<file path="config.mk">
export PLATFORM = sky130hd
export DESIGN_NAME = fifo_rd_adapter
export DESIGN_NICKNAME = d
export VERILOG_FILES = /design/src/rtl/fifo_pkg.sv /design/src/rtl/fifo_rd_skid.sv /design/src/rtl/fifo_rd_adapter.sv
export SDC_FILE = /design/constraint.sdc
export NUM_CORES = 1
export LEC_CHECK = 0
export ABC_AREA = 1
export CORE_ASPECT_RATIO = 1.4
export CORE_MARGIN = 2
export CORE_UTILIZATION = 35
export CTS_CLUSTER_SIZE = 16
export DETAILED_ROUTE_END_ITERATION = 10
export SYNTH_ARGS = -nofsm -noshare
export SYNTH_HDL_FRONTEND = slang
export SYNTH_HIERARCHICAL = 1
export SYNTH_SLANG_ARGS = --single-unit
</file>
<file path="constraint.sdc">
create_clock -name clk -period 1.3 [get_ports clk]
set_input_delay 0.195 -clock clk [delete_from_list [all_inputs] [get_ports clk]]
set_output_delay 0.195 -clock clk [all_outputs]
set_load 0.1 [all_outputs]
</file>
<file path="src/rtl/fifo_pkg.sv">
// Shared definitions for the FIFO read adapter: default data width, output-buffer
// occupancy states and the transfer-counter width.
package fifo_pkg;

  localparam int unsigned DATA_WIDTH_DEF = 8;
  localparam int unsigned XFER_CNT_W     = 16;

  // The encoding of each state is also its occupancy (0, 1 or 2 buffered words).
  typedef enum logic [1:0] {
    S_EMPTY = 2'd0,
    S_ONE   = 2'd1,
    S_TWO   = 2'd2
  } occ_state_e;

  // Number of buffered words held in a given state.
  function automatic logic [1:0] occ_of(occ_state_e s);
    logic [1:0] occ;
    case (s)
      S_ONE:   occ = 2'd1;
      S_TWO:   occ = 2'd2;
      default: occ = 2'd0;
    endcase
    return occ;
  endfunction

endpackage

</file>
<file path="src/rtl/fifo_rd_skid.sv">
// Two-entry output buffer for the FIFO read adapter. Words are written in arrival order
// and read from the head; the occupancy FSM in the parent guarantees no overflow or
// underflow, so the buffer only tracks a write and a read slot.
module fifo_rd_skid
  import fifo_pkg::*;
#(
  parameter int unsigned DATA_WIDTH = DATA_WIDTH_DEF
) (
  input  logic                  clk,
  input  logic                  rst,
  input  logic                  wr_en_i,
  input  logic [DATA_WIDTH-1:0] wr_data_i,
  input  logic                  rd_en_i,
  output logic [DATA_WIDTH-1:0] rd_data_o
);

  logic [DATA_WIDTH-1:0] mem_q [2];
  logic                  wr_ptr_q;
  logic                  rd_ptr_q;

  // Slot pointers; each toggles on its own strobe. With both slots full a write and a
  // read hit the same slot, which retires the head and appends the new word at once.
  always_ff @(posedge clk) begin
    if (rst) begin
      wr_ptr_q <= 1'b0;
      rd_ptr_q <= 1'b0;
    end else begin
      if (wr_en_i) wr_ptr_q <= ~wr_ptr_q;
      if (rd_en_i) rd_ptr_q <= ~rd_ptr_q;
    end
  end

  // Data storage; contents are don't-care after reset, so no reset here.
  always_ff @(posedge clk) begin
    if (wr_en_i) mem_q[wr_ptr_q] <= wr_data_i;
  end

  assign rd_data_o = mem_q[rd_ptr_q];

endmodule

</file>
<file path="src/rtl/fifo_rd_adapter.sv">
// Converts a FIFO read port with one cycle of read latency into a valid/ready stream.
// Reads are issued only when the word is guaranteed a slot in the 2-entry output
// buffer, so a word returned by the FIFO is always captured.
// Optional feature: define FIFO_RD_STATS_EN to add the xfer_count port, a wrapping
// count of accepted output words.
module fifo_rd_adapter
  import fifo_pkg::*;
#(
  parameter int unsigned DATA_WIDTH = DATA_WIDTH_DEF
) (
  input  logic                  clk,
  input  logic                  rst,
  input  logic                  empty,
  output logic                  r_en,
  input  logic [DATA_WIDTH-1:0] data_out,
  output logic                  m_valid,
  input  logic                  m_ready,
  output logic [DATA_WIDTH-1:0] m_data
`ifdef FIFO_RD_STATS_EN
  ,
  output logic [XFER_CNT_W-1:0] xfer_count
`endif
);

  occ_state_e state_q, state_d;
  logic       inflight_q;
  logic       capture;
  logic       pop;
  logic [2:0] load;

  assign capture = inflight_q;
  assign m_valid = (state_q != S_EMPTY) && !rst;
  assign pop     = m_valid && m_ready;

  // Words owned by the adapter (buffered plus in flight); a read is allowed only when
  // that count, less the word leaving this cycle, leaves room in the buffer.
  assign load = {1'b0, occ_of(state_q)} + {2'b00, inflight_q};
  assign r_en = !empty && !rst && (load < (3'd2 + {2'b00, pop}));

  // Occupancy next state: occ + capture - pop.
  always_comb begin
    state_d = state_q;
    case (state_q)
      S_EMPTY: begin
        if (capture) state_d = S_ONE;
      end
      S_ONE: begin
        if (capture && !pop)      state_d = S_TWO;
        else if (!capture && pop) state_d = S_EMPTY;
      end
      S_TWO: begin
        if (!capture && pop) state_d = S_ONE;
      end
      default: state_d = S_EMPTY;
    endcase
  end

  // Occupancy and in-flight tracking; reset drops any read still in flight.
  always_ff @(posedge clk) begin
    if (rst) begin
      state_q    <= S_EMPTY;
      inflight_q <= 1'b0;
    end else begin
      state_q    <= state_d;
      inflight_q <= r_en;
    end
  end

  fifo_rd_skid #(
    .DATA_WIDTH (DATA_WIDTH)
  ) u_skid (
    .clk       (clk),
    .rst       (rst),
    .wr_en_i   (capture),
    .wr_data_i (data_out),
    .rd_en_i   (pop),
    .rd_data_o (m_data)
  );

`ifdef FIFO_RD_STATS_EN
  logic [XFER_CNT_W-1:0] xfer_q;

  // Accepted-word counter, wraps naturally at its width.
  always_ff @(posedge clk) begin
    if (rst)      xfer_q <= '0;
    else if (pop) xfer_q <= xfer_q + XFER_CNT_W'(1);
  end

  assign xfer_count = xfer_q;
`endif

  // A capture into a full buffer without a pop would overwrite the oldest word.
  a_no_overflow : assert property (@(posedge clk) disable iff (rst)
    !(state_q == S_TWO && capture && !pop));

endmodule
</file>
## After elaboration in Yosys (flattened, before gate mapping)

Memories as Yosys holds them, arrays and structs flattened. A register that Yosys moved wholly into a read port is not among the register bits.
Cells that the tools add are included.
W data, S select, Z words.

- Register bits: 5
- Bits in writable memories: 16
- Bits of input ports: 12
- Output and inout bits: 10
- Word-level logic and storage cells: 38
- Memories: 1

- $add $sub $neg: 2
- Magnitude comparators: 1
- Equality and inequality tests: 5
- Muxes and demuxes: 10
- Bitwise gates (word level): 2
- Reductions and logical operators: 13

Memory list:

| memory | depth | width | rd ports | clocked after memory_dff | write ports | RTL line | source |
|---|---|---|---|---|---|---|---|
| u_skid.mem_q | 2 | 8 | 1 | 1 | 1 | fifo_rd_skid.sv:17 | `logic [DATA_WIDTH-1:0] mem_q [2];` |

Operators with widths:

| operator | count |
|---|---|
| $mux W2 | 4 |
| $logic_and A1 B1 Y1 | 6 |
| $pmux W2 S3 | 1 |
| $logic_not A1 Y1 | 4 |
| $mux W1 | 4 |
| $ne A2 B2 Y1 const B | 2 |
| $pmux W2 S2 | 1 |
| $add A2 B1 Y3 | 1 |
| $add A2 B1 Y3 const A | 1 |
| $lt A3 B3 Y1 | 1 |
| $ne A3 B3 Y1 const B | 1 |
| $reduce_and A3 Y1 | 1 |
| $eq A2 B1 Y1 const B | 1 |
| $eq A2 B2 Y1 const B | 1 |
| $logic_not A2 Y1 | 1 |
| $not A1 Y1 | 2 |
| $reduce_bool A2 Y1 | 1 |

## Longest topological paths before layout

Gate-level depths: netlist of the first run.

- Word-level depth: 7
- Depth in mapped cells: 7
- Depth with buffers taken out: 7

## By module

The synthesis of the first run kept the hierarchy.

Modules (own cells, without submodules):

| module | times used | cells each | area an instance (um^2) | sequential area each (um^2) |
|---|---|---|---|---|
| fifo_rd_skid | 1 | 57 | 700.7 | 540.5 |
| fifo_rd_adapter | 1 | 32 | 214.0 | 60.1 |

## Worst setup path before layout of the first run

OpenSTA, ideal clock, no wires.

- Path type: reg2out
- From: register with a tool-made name
- To: output port m_data[3]
- Arrival time: 2.589 ns
- Data required time: 1.105 ns
- Path slack: -1.484 ns
- Cell stages (with the launch flop): 3
- Path buffers: 1
- Cell sequence: dfxtp_1 -> buf_6 -> o21ai_0

RTL lines:

| element | RTL line | source |
|---|---|---|
| to (decl) | fifo_rd_adapter.sv:18 | `output logic [DATA_WIDTH-1:0] m_data` |

## Worst setup path in the final report of the first run

- From: register state_q[0]
- To: output port r_en

- Word-level cells in the longest chain between the ends: 6
- Elaborated cells between the ends (all ways): 10
- Classes of those cells: 2 x add/sub; 1 x order compare; 2 x eq/ne; 1 x mux; 4 x reduce/logical

Ends and longest elaborated chain:

| element | RTL line | source |
|---|---|---|
| from (decl) | fifo_rd_adapter.sv:25 | `occ_state_e state_q, state_d;` |
| from (signal assigned) | fifo_rd_adapter.sv:64 | `state_q <= state_d;` |
| branches (longest 4 deep; another with $add A2 B1 Y3) | -- |  |
| $lt A3 B3 Y1 (*) | fifo_rd_adapter.sv:38 | `assign r_en = !empty && !rst && (load < (3'd2 + {2'b00, pop}));` |
| $logic_and A1 B1 Y1 (*) | fifo_rd_adapter.sv:38 |  |
| to (decl) | fifo_rd_adapter.sv:14 | `output logic r_en,` |

Every way passes the cells marked *.

==> run summary, run 1 <==
Critical Path Fanout Max -> 2
Antenna cells -> 0
PnR worst setup slack -> -490.7 ps
Placer Congestion -> 0.6967
RSZ-0062 raised after global routing -> true
FFs w/ async S/R, synth -> 0%
Setup CP Type -> reg -> out
IO Port Bufs -> 21
Fin Hold WS -> 479.8 ps
Clock Latency Late Sink -> 290 ps
Avg Cell Area, Syn -> 10.28 um^2
Placed insts -> 152
Yosys cell types -> 16
CP endpoint kind -> output pin
Post-Synthesis Cell Area -> 914.6 um^2
Area Overhead vs Synth -> 75.10%
Violated checks -> negative setup slack
Slew @ Worst Pin -> 310.1 ps
Max-Cap Viols -> 0
Worst path slowest cell -> dfxtp_2
Slew Viols, Final -> 0
Crit path from -> state_q[0]
Setup Viol. Count Final -> 10
Final Cycle Share -> 137.7%
Register area -> 608.1 um^2
DR iter-0 viols -> 19
Power Density -> 962.2 mW/mm^2
CTS Sinks -> 22
Die X-Extent -> 47.21 um
Nets@finish -> 139
Share of cells above drive strength 1 -> 45.53%
# hold bufs at CTS -> 0
WL final -> 1824 um
Req. time, crit path -> 1110 ps
Starting density of the core -> 37.43%
Die Y -> 64.49 um
DRC -> 0
Mapped Nets -> 103
Slew HR -> 79.30%
Critical path startpoint category -> flop
Synth warn -> 6
Clk slew on worst S/H paths -> 100 ps
Leading area contributor after synthesis -> edfxtp_1
Initial antenna violation count -> 0
Most frequent cells in the layout -> edfxtp_1, inv_1, clkdlybuf4s50_1, buf_12
Synth Flop Type -> edfxtp_1
Global-route wire length before repair -> 3139 um
Total Power -> 1.541 mW
Wire per inst -> 11.62 um
Post-DRT Antenna Nets -> 0
Post-synth top area share -> 52.53%
Pin count of the biggest net entering global routing -> 12
Top delay family on crit path -> simple AND/OR/NAND/NOR gates
Lkg Pwr -> 0.6864 nW
Site Rows -> 21
Commonest non-fill, non-tap cell in the layout -> edfxtp_1
Hold Violations, Final -> 0
Register area share after synthesis -> 65.66%
Grt total ovfl -> 0
Synth area leaders -> edfxtp_1, dfxtp_1, nand2_1, inv_1, nor2_1
TritonCTS buffer count -> 3
Worst Path Buf+Inv -> 2
Cells along the critical path -> buf_4 > nor2_2 > ha_4 > o21ai_2 > and3_4 > buf_12
Achievable frequency -> 558.4 MHz
Worst vdd ir -> 523.6 uV
Total core area -> 0.002444 mm^2
Multi-input gate area -> 442.9 um^2
Critical Path AT -> 1600 ps
Post-DP HPWL -> 1350 um
Minimum clock period after layout -> 1791 ps
Total GRT Usage -> 14.65%
Htree depth -> 1
Cell Count, Final, Fillers Out -> 157
Number of synthesized flops with an enable pin -> 16
Root Buffer -> clkbuf_4
CTS tree -> built
Top-Level Pins -> 22
Max Buffers Root-to-Sink -> 2
Max incr delay on CP -> 340 ps
Flop and latch count out of synthesis -> 22
Post-Syn Instances -> 89
Fillers -> 195
Hold Path Class -> in -> reg
Post-Route Skew -> 0.7525 ps
RR Startpoint -> state_q[1]
Vias in the first global route -> 756
Vias per cell -> 4.669
Die area -> 0.003044 mm^2
First drt pass iteration count -> 4
Outcome -> complete, but fails checks
Vias post-DR -> 733
HP Start -> data_out[1]
cells by family after synthesis:
family | after synthesis | share of synthesized area (%)
fa+ha+maj | 2 | 2.736
flops | 22 | 65.66
buf+inv | 17 | 7.797
simple gates | 37 | 17.37
compound gates | 11 | 6.430
metrics by stage:
| stage | TNS [ps] | util, % | instance area [um^2] | setup slack (ps) |
|---|---|---|---|---|
| floorplan | -454.0 | - | 1040 | -142.7 |
| global placement | -172.7 | 59.81 | 1461 | -172.7 |
| detailed placement | -280.2 | 59.81 | 1461 | -210.6 |
| CTS | -1802 | 65.90 | 1610 | -502.5 |
| global route | -1665 | 65.54 | 1602 | -567.6 |
| finish | -1008 | 65.54 | 1602 | -490.7 |
cell type report:
type,count,area share [%]
Timing Repair Buffer,32,26.56
Multi-Input combinational cell,50,27.66
Tap cell,34,2.656
Sequential cell,22,37.97
Inverter,16,3.750
Clock buffer,3,1.406
power breakdown:
part	internal (mW)	switching [mW]	leakage [nW]	total (mW)
Clock	0.108	0.174	0.0138	0.282
Combinational	0.190	0.272	0.475	0.462
Sequential	0.782	0.0158	0.198	0.797
repair_timing:
item,4_1_cts,5_1_grt
gates resized for setup,22,3
endpoints found under the setup margin,9,13
pin swaps,2,7
gates cloned,1,0
setup buffers,2,0
sequential cells by signal (all words and copies together) (netlist names), named ones only:
name             count
u_skid/rd_ptr_q      1
capture              1
u_skid/mem_q        16
u_skid/wr_ptr_q      1
state_q              2
worst paths after layout:
check | to | slack (ps) | depth (start not counted)
setup reg to reg | state_q[0] | 60 | 8
hold reg to reg | flop | 530 | 2
hold / removal | u_skid/mem_q[0][1] | 480 | 1
setup / recovery | r_en | -490 | 6
synth_stat cells, types with 2 or more instances:
master and n:
and3_1 2, nand3_1 3, nor2_1 12, edfxtp_1 16, nand2_1 17, a21oi_1 2
o21ai_0 8, inv_1 15, ha_1 2, dfxtp_1 6
metal layers:
layer | share of wire, % | up-vias | track usage (%) | wire length [um]
met5 | 0 | - | 0 | 0
met4 | 1.4 | 0 | 6.250 | 26
met3 | 3.3 | 4 | 2.786 | 61
met2 | 58 | 20 | 27.74 | 1060
met1 | 37 | 350 | 14.08 | 675
li1 | - | 359 | - | -
Note: power is estimated with default switching activity, not from simulation.
==> run 2, diff against run 1 <==
ABC_AREA = default   (was 1)
ABC_CLOCK_PERIOD_IN_PS = 1300   (was default)
==> run summary, run 2 <==
Htree depth -> 1
Die area -> 0.003129 mm^2
Vias per cell -> 4.566
IO Port Bufs -> 21
Post-DP Area -> 0.001439 mm^2
Post-Synthesis Cell Area -> 942.2 um^2
Minimum clock period after layout -> 2421 ps
Vias in the first global route -> 638
Worst vdd ir -> 481.3 uV
Worst path slowest cell -> or4b_4
Total GRT Usage -> 13.30%
# hold bufs at CTS -> 0
Initial antenna violation count -> 0
Vias post-DR -> 621
Slew HR -> 78.84%
Final setup TNS -> -3783 ps
Flop and latch count out of synthesis -> 22
Max Buffers Root-to-Sink -> 2
Post-Route Skew -> 1.843 ps
Root Buffer -> clkbuf_4
Share of cells above drive strength 1 -> 53.00%
TritonCTS buffer count -> 3
CTS tree -> built
Setup CP Type -> reg -> out
Fin util -> 60.06%
Top-count cell post-synth -> edfxtp_1
DR iter-0 viols -> 9
Post-DRT Antenna Nets -> 0
Grt total ovfl -> 0
Most frequent cells in the layout -> edfxtp_1, buf_12, buf_4, clkdlybuf4s50_1, mux2_4
CTS Sinks -> 22
Leading area contributor after synthesis -> edfxtp_1
Number of synthesized flops with an enable pin -> 16
Switch Pwr -> 0.4490 mW
Comb pwr share -> 29.5%
Violated checks -> negative setup slack
Req. time, crit path -> 1110 ps
Die X-Extent -> 47.85 um
Power Density -> 998.3 mW/mm^2
Top delay family on crit path -> simple AND/OR/NAND/NOR gates
Top reg by flops -> u_skid/mem_q
RSZ-0062 raised after global routing -> true
Final Cycle Share -> 186.3%
Pint -> 1.102 mW
Post-Syn Instances -> 58
Worst Path Buf+Inv -> 1
Clock power share -> 19.2%
Cell Count, Final, Fillers Out -> 136
Biggest registers after layout -> u_skid/mem_q x16, state_q x2
Critical Path Fanout Max -> 2
Critical path startpoint category -> flop
Outcome -> complete, but fails checks
Starting density of the core -> 36.41%
Total core area -> 0.002587 mm^2
Sw frac -> 28.94%
CP endpoint kind -> output pin
Hold Violations, Final -> 0
Wire per inst -> 12.71 um
Synth area leaders -> edfxtp_1, dfxtp_1, mux2_4, a2111oi_2, ha_1
Die Y -> 65.39 um
Site Rows -> 22
Critical Path AT -> 2230 ps
Max incr delay on CP -> 550 ps
Design area -> 0.001554 mm^2
Register area share after synthesis -> 63.75%
FFs w/ async S/R, synth -> 0%
Synth Flop Type -> edfxtp_1
Placed insts -> 125
Max-Cap Viols -> 0
Placer Congestion -> 0.6640
Lkg Pwr -> 0.5906 nW
Global-route wire length before repair -> 2863 um
Antenna cells -> 0
Pin count of the biggest net entering global routing -> 12
Slew Viols, Final -> 0
Cells along the critical path -> and2b_2 > ha_4 > or4b_4 > a2111oi_4 > buf_12
Reg power frac -> 51.4%
Post-DP HPWL -> 1250 um
Max reg flops -> 16
Yosys cell types -> 20
Post-synth top area share -> 51.00%
Synth warn -> 6
Clk slew on worst S/H paths -> 110 ps
Achievable frequency -> 413.0 MHz
First drt pass iteration count -> 4
Setup Viol. Count Final -> 13
Top-Level Pins -> 22
Area Overhead vs Synth -> 64.94%
Avg Cell Area, Syn -> 16.24 um^2
DRC -> 0
Nets@finish -> 116
Commonest non-fill, non-tap cell in the layout -> edfxtp_1
Hold Path Class -> in -> reg
Mapped Nets -> 72
Post-synth top cells -> edfxtp_1, mux2_4, dfxtp_1
PnR worst setup slack -> -1121 ps
WL final -> 1728 um
Slew @ Worst Pin -> 317.4 ps
Clock Latency Late Sink -> 300 ps
[run 2: kinds of logic after synthesis]
kind of cell | Yosys count | share of synthesized area [%]
AO/OA/AOI/OAI | 6 | 6.242
XOR/XNOR | 2 | 1.860
adder cells (fa/ha/maj) | 2 | 2.656
buffers and inverters | 1 | 1.195
flip-flops | 22 | 63.75
multiplexers | 8 | 12.75
AND/OR/NAND/NOR | 17 | 11.55
[run 2: repair_timing]
item | CTS | global route
buffers inserted | 7 | 1
gates cloned | 0 | 0
pin swaps | 0 | 2
endpoints found under the setup margin | 11 | 13
resized for setup | 7 | 0
[run 2: routing by layer]
metal	vias up	share of wire, %	global-route usage (%)
met2	21	53	21.83
met3	5	5.1	2.747
met4	0	3.0	8.108
met1	290	39	14.82
met5	-	0	0
li1	305	-	-
[run 2: power by group through the flow]
stage / logic (mW) / clock network [mW] / registers (mW)
after floorplan: 0.249 / 0 / 0.815
after global placement: 0.434 / 0 / 0.811
after detailed placement: 0.441 / 0 / 0.814
after CTS: 0.457 / 0.306 / 0.798
after global routing: 0.478 / 0.345 / 0.800
final: 0.457 / 0.297 / 0.797
[run 2: worst paths after layout]
path	cells after the start	from	end	slack, ps
setup / recovery	5	state_q[1]	r_en	-1120
hold / removal	1	data_out[7]	u_skid/mem_q[1][7]	470
setup reg to reg	10	state_q[1]	capture	-1040
hold reg to reg	2	u_skid/rd_ptr_q	flop	550
[run 2: cell type report]
cell class | instances | area (um^2)
Clock buffer | 3 | 22.52
Fill cell | 217 | 1033
Multi-Input combinational cell | 35 | 385.4
Sequential cell | 22 | 604.3
Tap cell | 36 | 45.04
Timing Repair Buffer | 40 | 496.7
[run 2: through the flow]
stage          power (mW)  setup slack (ps)  hold WS, ps
5_1_grt             1.623             -1178        466.4
4_1_cts             1.561             -1135        470.3
2_1_floorplan       1.064             -1405        260.0
6_report            1.551             -1121        472.6
3_5_place_dp        1.254            -804.6        522.2
3_3_place_gp        1.245            -755.0        514.4
[run 2: worst reg2reg max path, stage by stage, from the launching register on]
cell	delay [ps]
dfxtp_2	340
and2b_2	240
ha_4	210
or4b_4	550
buf_4	150
buf_6	100
buf_6	100
buf_6	100
buf_6	100
buf_6	110
a2111oi_4	250
